<file path="src/rtl/usb_rx_phy_pkg.sv">
// Shared types for the low-speed USB receive path.
// d_port_t carries the raw {dp, dm} pair; J, K, SE0 and SE1 name the four
// low-speed line states. SYNC_PATTERN is the SYNC field as it appears after
// eight LSB-first shifts. SE0_RESET_SAMPLES is the number of consecutive SE0
// samples (more than four bit times) treated as a bus reset.
package types;
    typedef logic [1:0] d_port_t;   // {dp, dm}

    localparam d_port_t J   = 2'b01;
    localparam d_port_t K   = 2'b10;
    localparam d_port_t SE0 = 2'b00;
    localparam d_port_t SE1 = 2'b11;

    localparam logic [7:0] SYNC_PATTERN      = 8'h80;
    localparam int         SE0_RESET_SAMPLES = 5;
    localparam int         ABORT_J_SAMPLES   = 8;
endpackage

</file>
<file path="src/rtl/usb_rx_phy_if.sv">
// Byte stream from the receive PHY to the packet logic.
//   rx_data   received byte, LSB first on the wire
//   rx_valid  one-cycle strobe, rx_data valid
//   rx_active high from SYNC detect to end of packet
//   rx_error  one-cycle strobe, packet aborted
//   rx_eop    one-cycle strobe, clean end of packet
// master: the PHY (drives), slave: the consumer.
interface usb_rx_phy_if;
    logic [7:0] rx_data;
    logic       rx_valid;
    logic       rx_active;
    logic       rx_error;
    logic       rx_eop;

    modport master (output rx_data, rx_valid, rx_active, rx_error, rx_eop);
    modport slave  (input  rx_data, rx_valid, rx_active, rx_error, rx_eop);
endinterface

</file>
<file path="src/rtl/usb_rx_dpll.sv">
// Line front end: two-flop synchroniser, edge detect and phase counter.
// Ports:
//   clk, reset  system clock, synchronous active-high reset
//   d_i         raw {dp, dm}, asynchronous to clk
//   sample      one-cycle strobe near the middle of each bit cell
//   line        synchronised line state to use at the strobe
// The phase counter restarts whenever the line moves into J or K, so the
// strobe lands CLKS_PER_BIT/2 clocks after every data edge.
module usb_rx_dpll
    import types::*;
#(
    parameter int CLKS_PER_BIT = 16
) (
    input  logic    clk,
    input  logic    reset,
    input  d_port_t d_i,
    output logic    sample,
    output d_port_t line
);
    localparam int PW = $clog2(CLKS_PER_BIT);
    localparam logic [PW-1:0] PHASE_MAX = PW'(CLKS_PER_BIT - 1);
    localparam logic [PW-1:0] PHASE_MID = PW'(CLKS_PER_BIT / 2);

    d_port_t         sync1_reg;
    d_port_t         sync2_reg;
    d_port_t         prev_reg;
    logic [PW-1:0]   phase_reg;
    logic            edge_det;

    // Transitions into SE0/SE1 do not carry timing; only J/K edges resync.
    assign edge_det = (sync2_reg != prev_reg) && ((sync2_reg == J) || (sync2_reg == K));

    always_ff @(posedge clk) begin
        if (reset) begin
            sync1_reg <= J;
            sync2_reg <= J;
            prev_reg  <= J;
            phase_reg <= '0;
        end else begin
            sync1_reg <= d_i;
            sync2_reg <= sync1_reg;
            prev_reg  <= sync2_reg;
            if (edge_det || (phase_reg == PHASE_MAX)) begin
                phase_reg <= '0;
            end else begin
                phase_reg <= phase_reg + 1'b1;
            end
        end
    end

    // prev_reg takes the new line value on the same edge the counter clears,
    // so it is the value that belongs to the current phase.
    assign sample = (phase_reg == PHASE_MID);
    assign line   = prev_reg;
endmodule

</file>
<file path="src/rtl/usb_rx_phy.sv">
// Low-speed USB receive PHY: NRZI decode, bit unstuffing, SYNC/EOP detection
// and byte assembly on top of the DPLL sample strobe.
// Ports:
//   clk, reset  system clock (24 MHz), synchronous active-high reset
//   d_i         raw {dp, dm} line pair
//   rx          byte stream out (usb_rx_phy_if.master)
module usb_rx_phy
    import types::*;
#(
    parameter int CLKS_PER_BIT = 16
) (
    input  logic    clk,
    input  logic    reset,
    input  d_port_t d_i,
    usb_rx_phy_if.master rx
);
    typedef enum logic [2:0] {IDLE, SYNC, DATA, EOP, ABORT} state_t;

    logic    sample;
    d_port_t line;

    usb_rx_dpll #(.CLKS_PER_BIT(CLKS_PER_BIT)) u_dpll (
        .clk    (clk),
        .reset  (reset),
        .d_i    (d_i),
        .sample (sample),
        .line   (line)
    );

    state_t     state_reg,   state_next;
    d_port_t    prev_reg,    prev_next;     // line at the previous strobe
    logic [2:0] ones_reg,    ones_next;     // run of decoded 1s
    logic [2:0] bit_reg,     bit_next;      // bit position in SYNC / byte
    logic [7:0] shift_reg,   shift_next;
    logic [3:0] j_cnt_reg,   j_cnt_next;    // consecutive J samples in ABORT
    logic [2:0] se0_cnt_reg, se0_cnt_next;  // consecutive SE0 samples
    logic [7:0] data_reg,    data_next;
    logic       valid_reg,   valid_next;
    logic       active_reg,  active_next;
    logic       error_reg,   error_next;
    logic       eop_reg,     eop_next;

    logic       nrzi_bit;
    logic [7:0] shifted;
    logic       fault;

    always_ff @(posedge clk) begin
        if (reset) begin
            state_reg   <= IDLE;
            prev_reg    <= J;
            ones_reg    <= '0;
            bit_reg     <= '0;
            shift_reg   <= '0;
            j_cnt_reg   <= '0;
            se0_cnt_reg <= '0;
            data_reg    <= '0;
            valid_reg   <= 1'b0;
            active_reg  <= 1'b0;
            error_reg   <= 1'b0;
            eop_reg     <= 1'b0;
        end else begin
            state_reg   <= state_next;
            prev_reg    <= prev_next;
            ones_reg    <= ones_next;
            bit_reg     <= bit_next;
            shift_reg   <= shift_next;
            j_cnt_reg   <= j_cnt_next;
            se0_cnt_reg <= se0_cnt_next;
            data_reg    <= data_next;
            valid_reg   <= valid_next;
            active_reg  <= active_next;
            error_reg   <= error_next;
            eop_reg     <= eop_next;
        end
    end

    always_comb begin
        state_next   = state_reg;
        prev_next    = prev_reg;
        ones_next    = ones_reg;
        bit_next     = bit_reg;
        shift_next   = shift_reg;
        j_cnt_next   = j_cnt_reg;
        se0_cnt_next = se0_cnt_reg;
        data_next    = data_reg;
        valid_next   = 1'b0;
        active_next  = active_reg;
        error_next   = 1'b0;
        eop_next     = 1'b0;
        fault        = 1'b0;
        nrzi_bit     = (line == prev_reg);
        shifted      = {nrzi_bit, shift_reg[7:1]};

        if (sample) begin
            prev_next = line;
            if (line == SE0) begin
                if (se0_cnt_reg != 3'b111) se0_cnt_next = se0_cnt_reg + 3'd1;
            end else begin
                se0_cnt_next = '0;
            end

            case (state_reg)
                IDLE: begin
                    ones_next = '0;
                    bit_next  = '0;
                    // The K that leaves idle is already SYNC bit 0 (a 0).
                    if (line == K) begin
                        state_next = SYNC;
                        bit_next   = 3'd1;
                        shift_next = '0;
                    end
                end
                SYNC: begin
                    if ((line == SE0) || (line == SE1)) begin
                        state_next = IDLE;
                    end else begin
                        shift_next = shifted;
                        bit_next   = bit_reg + 3'd1;
                        if (bit_reg == 3'd7) begin
                            if (shifted == SYNC_PATTERN) begin
                                state_next  = DATA;
                                active_next = 1'b1;
                                // SYNC ends in a 1, which starts the stuffing run.
                                ones_next   = 3'd1;
                            end else begin
                                state_next = IDLE;
                            end
                        end
                    end
                end
                DATA: begin
                    if (line == SE1) begin
                        fault = 1'b1;
                    end else if (line == SE0) begin
                        if (bit_reg == 3'd0) state_next = EOP;
                        else                 fault = 1'b1;
                    end else if (ones_reg == 3'd6) begin
                        // Stuffed bit: must be 0 and is dropped.
                        if (nrzi_bit) fault = 1'b1;
                        else          ones_next = '0;
                    end else begin
                        ones_next  = nrzi_bit ? ones_reg + 3'd1 : 3'd0;
                        shift_next = shifted;
                        bit_next   = bit_reg + 3'd1;
                        if (bit_reg == 3'd7) begin
                            valid_next = 1'b1;
                            data_next  = shifted;
                        end
                    end
                end
                EOP: begin
                    if (line == J) begin
                        eop_next    = 1'b1;
                        active_next = 1'b0;
                        state_next  = IDLE;
                    end else if (line != SE0) begin
                        fault = 1'b1;
                    end
                end
                ABORT: begin
                    if (line == J) begin
                        j_cnt_next = j_cnt_reg + 4'd1;
                        if ((prev_reg == SE0) || (j_cnt_reg == 4'(ABORT_J_SAMPLES - 1))) begin
                            state_next = IDLE;
                        end
                    end else begin
                        j_cnt_next = '0;
                    end
                end
                default: state_next = IDLE;
            endcase

            if (fault) begin
                error_next  = 1'b1;
                active_next = 1'b0;
                j_cnt_next  = '0;
                state_next  = ABORT;
            end

            // Long SE0 is a bus reset: close any open packet as an abort.
            if ((line == SE0) && (se0_cnt_reg >= 3'(SE0_RESET_SAMPLES - 1))) begin
                state_next = IDLE;
                if (active_reg) begin
                    error_next  = 1'b1;
                    active_next = 1'b0;
                end
            end
        end
    end

    assign rx.rx_data   = data_reg;
    assign rx.rx_valid  = valid_reg;
    assign rx.rx_active = active_reg;
    assign rx.rx_error  = error_reg;
    assign rx.rx_eop    = eop_reg;
endmodule

</file>
<file path="src/flat_wrapper.sv">
// flat-port wrapper written by rule: the top's interface ports become plain ports
module usb_rx_phy_flat import types::*;
#(
    parameter int CLKS_PER_BIT = 16
)
  (clk, reset, d_i, rx_rx_data, rx_rx_valid, rx_rx_active, rx_rx_error, rx_rx_eop);
  usb_rx_phy_if rx_i ();
  input  logic clk;
  input  logic reset;
  input  d_port_t d_i;
  output wire logic [$bits(rx_i.rx_data)-1:0] rx_rx_data;
  output wire logic [$bits(rx_i.rx_valid)-1:0] rx_rx_valid;
  output wire logic [$bits(rx_i.rx_active)-1:0] rx_rx_active;
  output wire logic [$bits(rx_i.rx_error)-1:0] rx_rx_error;
  output wire logic [$bits(rx_i.rx_eop)-1:0] rx_rx_eop;
  assign rx_rx_data = rx_i.rx_data;
  assign rx_rx_valid = rx_i.rx_valid;
  assign rx_rx_active = rx_i.rx_active;
  assign rx_rx_error = rx_i.rx_error;
  assign rx_rx_eop = rx_i.rx_eop;
  usb_rx_phy #(.CLKS_PER_BIT(CLKS_PER_BIT)) u_core (.clk(clk), .reset(reset), .d_i(d_i), .rx(rx_i));
endmodule
</file>
<file path="config.mk">
export PLATFORM = sky130hd
export DESIGN_NAME = usb_rx_phy_flat
export DESIGN_NICKNAME = d
export VERILOG_FILES = /design/src/rtl/usb_rx_phy_pkg.sv /design/src/rtl/usb_rx_phy_if.sv /design/src/rtl/usb_rx_dpll.sv /design/src/rtl/usb_rx_phy.sv /design/src/flat_wrapper.sv
export SDC_FILE = /design/constraint.sdc
export NUM_CORES = 1
export LEC_CHECK = 0
export CORE_ASPECT_RATIO = 0.7
export CORE_MARGIN = 2
export CORE_UTILIZATION = 40
export DETAILED_ROUTE_END_ITERATION = 8
export SETUP_SLACK_MARGIN = 0.1
export SYNTH_ARGS = -nofsm -noshare
export SYNTH_HDL_FRONTEND = slang
export SYNTH_SLANG_ARGS = --single-unit
</file>
<file path="constraint.sdc">
create_clock -name clk -period 2.9 [get_ports clk]
set_input_delay 0.58 -clock clk [delete_from_list [all_inputs] [get_ports clk]]
set_output_delay 0.58 -clock clk [all_outputs]
set_load 0.01 [all_outputs]
</file>
==> summary.txt, run 1 <==
STA
  – Fin crit period: between 2000 and 2500 ps
  – Slew Limit Fails: 0
  – Slew headroom: 0.542
  – Unrepaired setup endpoints after global routing: no
  – Fmax achieved: 434 MHz
  – Count of final hold-check violations: 0
  – Worst-Margin Slew: between 600 and 700 ps
  – Final setup viols: 0
  – Fin crit share: 0.795
  – Setup TNS Final: 0 ps
  – Setup Skew: 9.76 ps
  – Worst hold margin: around 420 ps

Placement
  – GP Congestion: 0.847
  – Hpwl dp: 3700 microns
  – Buffers on Ports: 15

Setup path
  – Critical path arrival: 2540 ps
  – Data required, critical path: 3140 ps
  – Setup CP Type: flip-flop to flip-flop
  – Worst path slowest cell: nand4_1
  – FF-to-FF Start: u_core.u_dpll.line[0]$_SDFF_PP1_
  – Setup crit start kind: flip-flop
  – CP max FO: 11
  – Worst reg2reg endpoint: u_core.rx.rx_data[7]$_SDFFE_PP0P_
  – Cells on worst reg2reg path: 7
  – Crit path max-delay family: simple AND/OR/NAND/NOR gates
  – WP buf/inv: 1
  – CP peak stage delay: 550 ps
  – Crit path cell chain: inv_1, ha_1, a211oi_1, nand4_1, nor3_1, a21oi_1, nor2_1
  – R2r setup slk: between 500 and 600 ps
  – Setup crit end kind: flip-flop

Cells and area
  – Most frequent cells in the layout: dfxtp_1, nor2_1, nand2_1
  – Commonest non-fill, non-tap cell in the layout: dfxtp_1
  – Syn-to-layout area delta: 12.6%
  – Area of the multi-input gates: between 1000 and 1500 sq um
  – Fillers: between 500 and 600
  – FF/Latch Area: around 940 sq um
  – Nets: ~300
  – Max reg flops: 8
  – Share of cells above drive strength 1: 0.0871
  – # diodes: 0

Drt
  – DRC Markers: 0
  – Remaining antenna violation count: 0
  – Vias: around 2.0k
  – Routed length per placed instance: about 14 microns
  – Via-per-instance ratio: around 5.4
  – Length of the first detailed-routing pass in iterations: 4
  – Drt first-iter violations: 134
  – Final WL: 5130 microns

GRT
  – Initial antenna violation count: 0
  – GRT Util Overall: 0.169
  – Met3 track demand over resource: 0.0326
  – Grt met2 use: 0.229
  – Largest net degree at the start of global routing: 25
  – GRT overflow: 0
  – GRT busiest layer: met1
  – First-pass GRT wire length: 8580 microns
  – Vias in the first global route: between 1.5k and 2k
  – Met1 Use GR: 0.265

Min path
  – Hold endpoint: u_core.u_dpll.sync2_reg[0]$_SDFF_PP1_
  – Hold depth: 1
  – Hold wc startpoint: u_core.u_dpll.sync1_reg[0]$_SDFF_PP1_
  – Worst Hold Class: flip-flop to flip-flop

Yosys
  – Gate Count Post-Synth: 274
  – Post-synth EDFFs: 0
  – Synth area leader: dfxtp_1
  – Syn nets: 292
  – Syn Area/Cell: 8.71 sq um
  – Synthesis Warnings: 0
  – Synth top area cells: dfxtp_1, ha_1, a21oi_1, mux2i_1, nor2_1
  – Yosys top cell area share: 0.394
  – Number of synthesized register bits: 47
  – Netlist Area Pre-Place: 2390 sq um
  – Async SR Flop Fraction: 0
  – Predominant post-synthesis flop cell: dfxtp_1
  – Distinct cell type count after synthesis: 52
  – Register area share after synthesis: 0.394

Clocking
  – H-Tree Depth: 2
  – Post-CTS setup buffers: 0
  – Number of buffers created by CTS: 5
  – Root Buffer: clkbuf_8
  – Worst-case clock buffer depth: 2
  – Clock slew at reported path FFs: 80 ps
  – Post-CTS Resized: 0
  – # hold bufs at CTS: 0
  – Total clock sinks: 47
  – TritonCTS clock tree: done
  – Clk_lat worst skew: 300 ps

Die
  – Die Area: between 6000 and 7000 sq um
  – Starting Density: 0.415
  – Site Rows: 23
  – Die width: 96.3 microns
  – # IOs: 16
  – Std-Cell Core Area: 5760 sq um
  – Chip height: 68.6 microns

Power and ir drop
  – Switching power: about 0.27 mW
  – Clock power frac: 0.345
  – Switching part of the total power: 0.241
  – Seq pwr share: 0.601
  – Cell internal pwr: 0.850 mW
  – Max VDD drop: 0.164 mV
  – Power Density: 417 nW/um^2
  – Leakage Power: 1.05 nW
  – Comb pwr share: 0.054

Flow run
  – Max Cap Viol: 0

Status
  – Status: complete, no violations
stage by stage:
stage | utilization | setup slack, ps | cell area [sq um] | instances | total power, mW
2_1_floorplan | - | 892 | 2390 | 274 | 0.729
3_3_place_gp | 0.452 | 694 | 2600 | 355 | 0.747
3_5_place_dp | 0.452 | 605 | 2600 | 355 | 0.749
4_1_cts | 0.467 | 578 | 2690 | 362 | 1.13
5_1_grt | 0.467 | 359 | 2690 | 362 | 1.17
6_report | 0.467 | 596 | 2690 | 362 | 1.12
power groups by stage:
stage / sequential [mW] / clock (mW) / combinational, mW
finish: 0.673 / 0.386 / 0.0606
global route: 0.676 / 0.427 / 0.0684
CTS: 0.673 / 0.400 / 0.0607
detailed placement: 0.688 / 0 / 0.0606
global placement: 0.688 / 0 / 0.0596
floorplan: 0.685 / 0 / 0.0434
cell type report:
type | count | area share
repair buffers | 20 | 0.0699
inverters | 15 | 0.0210
well taps | 75 | 0.0349
flip-flops and latches | 47 | 0.350
clock buffers | 5 | 0.0256
clock inverters | 2 | 0.00512
multi-input cells | 198 | 0.493
cell usage after synthesis, types with 2 or more instances:
cell,number
a41oi_1,2
nor4_1,2
nor2_1,24
nand3_1,14
a22oi_1,3
o2111ai_1,3
a211oi_1,3
clkbuf_1,9
nand2_1,23
nor4b_1,2
xor2_2,2
or2_2,3
buf_4,2
mux2i_1,9
buf_2,3
dfxtp_1,47
a21oi_1,20
nor3_1,7
xnor2_1,2
nand4_1,4
a311oi_1,2
nor3b_1,3
ha_1,14
a211oi_2,2
a211o_1,2
inv_1,15
nand2b_1,3
a31oi_1,2
a21o_1,2
o21ai_0,10
o211ai_1,3
nor2b_1,9
nand3b_1,4
per-layer routing:
layer / wire, microns / vias to the layer above
met5: 0 / -
li1: - / 1004
met4: 46 / 0
met1: 2790 / 920
met3: 186 / 5
met2: 2110 / 33
how the worst max path moves through the flow:
stage / end / startpoint / slack (ps) / cells past startpoint
floorplan: u_core.j_cnt_reg[3]$_SDFFE_PP0P_ / u_core.u_dpll.line[0]$_SDFF_PP1_ / 890 / 8
global placement: u_core.rx.rx_data[7]$_SDFFE_PP0P_ / u_core.u_dpll.line[0]$_SDFF_PP1_ / 690 / 7
detailed placement: u_core.rx.rx_data[7]$_SDFFE_PP0P_ / u_core.u_dpll.line[0]$_SDFF_PP1_ / 610 / 7
CTS: u_core.rx.rx_data[7]$_SDFFE_PP0P_ / u_core.u_dpll.line[0]$_SDFF_PP1_ / 580 / 7
global route: u_core.rx.rx_data[7]$_SDFFE_PP0P_ / u_core.u_dpll.line[0]$_SDFF_PP1_ / 360 / 7
finish: u_core.rx.rx_data[7]$_SDFFE_PP0P_ / u_core.u_dpll.line[0]$_SDFF_PP1_ / 600 / 7
logic make-up (layout without fill, tap and decap cells):
kind of cell / count (synthesis) / after routing / synth area share
XOR/XNOR: 5 / 5 / 0.0246
adder cells (fa/ha/maj): 14 / 14 / 0.0734
AO/OA/AOI/OAI: 64 / 64 / 0.185
buffers and inverters: 29 / 42 / 0.0503
AND/OR/NAND/NOR: 106 / 106 / 0.234
flip-flops: 47 / 47 / 0.394
multiplexers: 9 / 9 / 0.0378
worst register-to-register path, delay by kind of cell (launching register included):
family	cells	cell delay, ps
adder cells (fa/ha/maj)	1	340
flip-flops	1	460
buffers and inverters	1	130
AO/OA/AOI/OAI	2	340
AND/OR/NAND/NOR	3	970
No activity file was read; power rests on OpenSTA's default activity.
==> inputs of run 2 (changes only) <==
==> constraint.sdc (replaced) <==
create_clock -name clk -period 2.35 [get_ports clk]
set_input_delay 0.47 -clock clk [delete_from_list [all_inputs] [get_ports clk]]
set_output_delay 0.47 -clock clk [all_outputs]
set_load 0.01 [all_outputs]
==> run 2 against run 1 <==
Final area grew 3.2%. Non-clock buffer count increased by 3. Clock-buffer cell count grew 1. Global-route usage increased by 0.24 points. Fmax up 9.2%. Die area is the same. Largest cell class unchanged. First-iteration DRC count grew 1.5%. Combinational power is 25% higher. Register-to-register slack lost 360 ps. Critical endpoint is now u_core.j_cnt_reg[3]$_SDFFE_PP0P_. Hold slack gained 12 ps. Routed wire length is 1.4% higher. Utilization up 1.5 points.
==> summary.txt, run 2 (same netlist as run 1, synthesis figures left out) <==
STA
  – Unrepaired setup endpoints after global routing: no
  – Final setup viols: 0 (unchanged)
  – Fin crit period: 2110 ps (-193 ps)
  – Fin crit share: 0.898 (+0.104)
  – Slew Limit Fails: 0 (unchanged)
  – Count of final hold-check violations: 0 (unchanged)
  – Slew headroom: 0.556 (+0.0142)
  – Setup TNS Final: 0 ps (unchanged)
  – Setup ws final: 239 ps (-357 ps)
  – Setup Skew: 12.0 ps (+2.22 ps)
  – Worst-Margin Slew: 660 ps (-21.2 ps)
  – Fmax achieved: 474 MHz (+9.2%)

Placement
  – Buffers on Ports: 15 (unchanged)
  – Inst Count DP: 358 (+0.85%)
  – Pre-CTS WS: 165 ps (-440 ps)
  – GP Congestion: 0.812 (-4.2%)
  – Hpwl dp: 3780 microns (+2.0%)

GRT
  – GRT Util Overall: 0.171 (+0.00243)
  – Initial antenna violation count: 0 (unchanged)
  – GRT overflow: 0 (unchanged)
  – Vias in the first global route: 1722 (-1.0%)
  – Largest net degree at the start of global routing: 24 (-4.0%)
  – First-pass GRT wire length: 8620 microns (+0.41%)

Setup path
  – Worst path depth: 7 (unchanged)
  – Critical path arrival: 2300 ps (-240 ps)
  – Worst reg2reg endpoint: u_core.j_cnt_reg[3]$_SDFFE_PP0P_
  – Worst path slowest cell: dfxtp_1
  – Data required, critical path: 2540 ps (-600 ps)
  – FF-to-FF Start: u_core.u_dpll.line[1]$_SDFF_PP0_
  – Crit path cell chain: inv_1, ha_1, nand3b_1, nor4b_2, a211oi_4, a31oi_4, o211ai_1
  – CP max FO: 11 (unchanged)
  – R2r setup slk: 240 ps (-360 ps)
  – Worst setup path end: u_core.j_cnt_reg[3]$_SDFFE_PP0P_
  – Setup CP Type: flip-flop to flip-flop
  – Critical path origin: u_core.u_dpll.line[1]$_SDFF_PP0_
  – CP peak stage delay: 440 ps (-110 ps)
  – Setup crit end kind: flip-flop
  – Cells on worst reg2reg path: 7 (unchanged)
  – Setup crit start kind: flip-flop
  – WP buf/inv: 1 (unchanged)
  – Crit path max-delay family: simple AND/OR/NAND/NOR gates

Cells and area
  – Final Util: 0.482 (+0.0148)
  – Nets: 308 (+0.98%)
  – # diodes: 0 (unchanged)
  – Most frequent cells in the layout: dfxtp_1, nor2_1, nand2_1
  – Fin cells: 366 (+1.1%)
  – Syn-to-layout area delta: 16.2%
  – Commonest non-fill, non-tap cell in the layout: dfxtp_1
  – Max reg flops: 8 (unchanged)
  – Share of cells above drive strength 1: 0.107 (+0.0194)

Die
  – Std-Cell Core Area: 5760 sq um (unchanged)
  – Chip height: 68.6 microns (unchanged)
  – Die Area: 6610 sq um (unchanged)
  – Die width: 96.3 microns (unchanged)
  – # IOs: 16 (unchanged)
  – Site Rows: 23 (unchanged)
  – Starting Density: 0.415 (unchanged)

Drt
  – Via-per-instance ratio: 5.34 (-1.4%)
  – Length of the first detailed-routing pass in iterations: 4 (unchanged)
  – Final WL: 5200 microns (+1.4%)
  – Drt first-iter violations: 136 (+1.5%)
  – Remaining antenna violation count: 0 (unchanged)
  – Vias: 1955 (-0.36%)
  – Routed length per placed instance: 14.2 microns (+0.29%)
  – DRC Markers: 0 (unchanged)

Clocking
  – Post-CTS setup buffers: 0 (unchanged)
  – H-Tree Depth: 2 (unchanged)
  – Number of buffers created by CTS: 5 (unchanged)
  – # hold bufs at CTS: 0 (unchanged)
  – Worst-case clock buffer depth: 2 (unchanged)
  – Total clock sinks: 47 (unchanged)
  – Clk_lat worst skew: 300 ps (about the same)
  – Post-CTS Resized: 0 (unchanged)
  – TritonCTS clock tree: done
  – Root Buffer: clkbuf_8
  – Clock slew at reported path FFs: 90 ps (about the same)

Power and ir drop
  – Power Density: 556 nW/um^2 (+33%)
  – Tot Pwr: 1.54 mW (+38%)
  – Max VDD drop: 0.256 mV (+56%)
  – Leakage Power: 1.09 nW (+3.5%)

Status
  – Status: complete, no violations

Flow run
  – Max Cap Viol: 0 (unchanged)

Min path
  – Worst Hold Class: flip-flop to flip-flop
[run 2: where the power goes]
group          total [mW]  internal [mW]  switching (mW)
combinational      0.0760         0.0314          0.0446
clock               0.633          0.350           0.283
sequential          0.831          0.814          0.0161
[run 2: worst min-delay path by stage]
stage / from / endpoint / slack (ps) / cells past startpoint
2_1_floorplan: u_core.u_dpll.sync1_reg[0]$_SDFF_PP1_ / u_core.u_dpll.sync2_reg[0]$_SDFF_PP1_ / 390 / 1
3_3_place_gp: u_core.u_dpll.sync1_reg[0]$_SDFF_PP1_ / u_core.u_dpll.sync2_reg[0]$_SDFF_PP1_ / 400 / 1
3_5_place_dp: u_core.u_dpll.sync1_reg[0]$_SDFF_PP1_ / u_core.u_dpll.sync2_reg[0]$_SDFF_PP1_ / 410 / 1
4_1_cts: u_core.u_dpll.sync1_reg[0]$_SDFF_PP1_ / u_core.u_dpll.sync2_reg[0]$_SDFF_PP1_ / 440 / 1
5_1_grt: u_core.u_dpll.sync1_reg[0]$_SDFF_PP1_ / u_core.u_dpll.sync2_reg[0]$_SDFF_PP1_ / 450 / 1
6_report: u_core.u_dpll.sync1_reg[0]$_SDFF_PP1_ / u_core.u_dpll.sync2_reg[0]$_SDFF_PP1_ / 430 / 1
[run 2: routing by layer]
layer / up-vias / wire (microns) / GRT usage
met5: - / 0 / 0
met4: 0 / 48 / 0.0475
met3: 4 / 201 / 0.0391
met2: 39 / 2120 / 0.227
met1: 900 / 2830 / 0.270
li1: 1012 / - / -
[run 2: area by class of cell]
class / count / area [sq um]
multi-input cells: 198 / 1350
clock buffers: 6 / 82.6
flip-flops and latches: 47 / 942
fillers: 578 / 2980
repair buffers: 23 / 210
well taps: 75 / 93.8
inverters: 15 / 56.3
clock inverters: 2 / 38.8
[run 2: stage by stage]
step                hold slack, ps  instance area [sq um]
global route                   455                   2770
floorplan                      389                   2390
CTS                            438                   2750
finish                         429                   2770
global placement               397                   2630
detailed placement             414                   2630
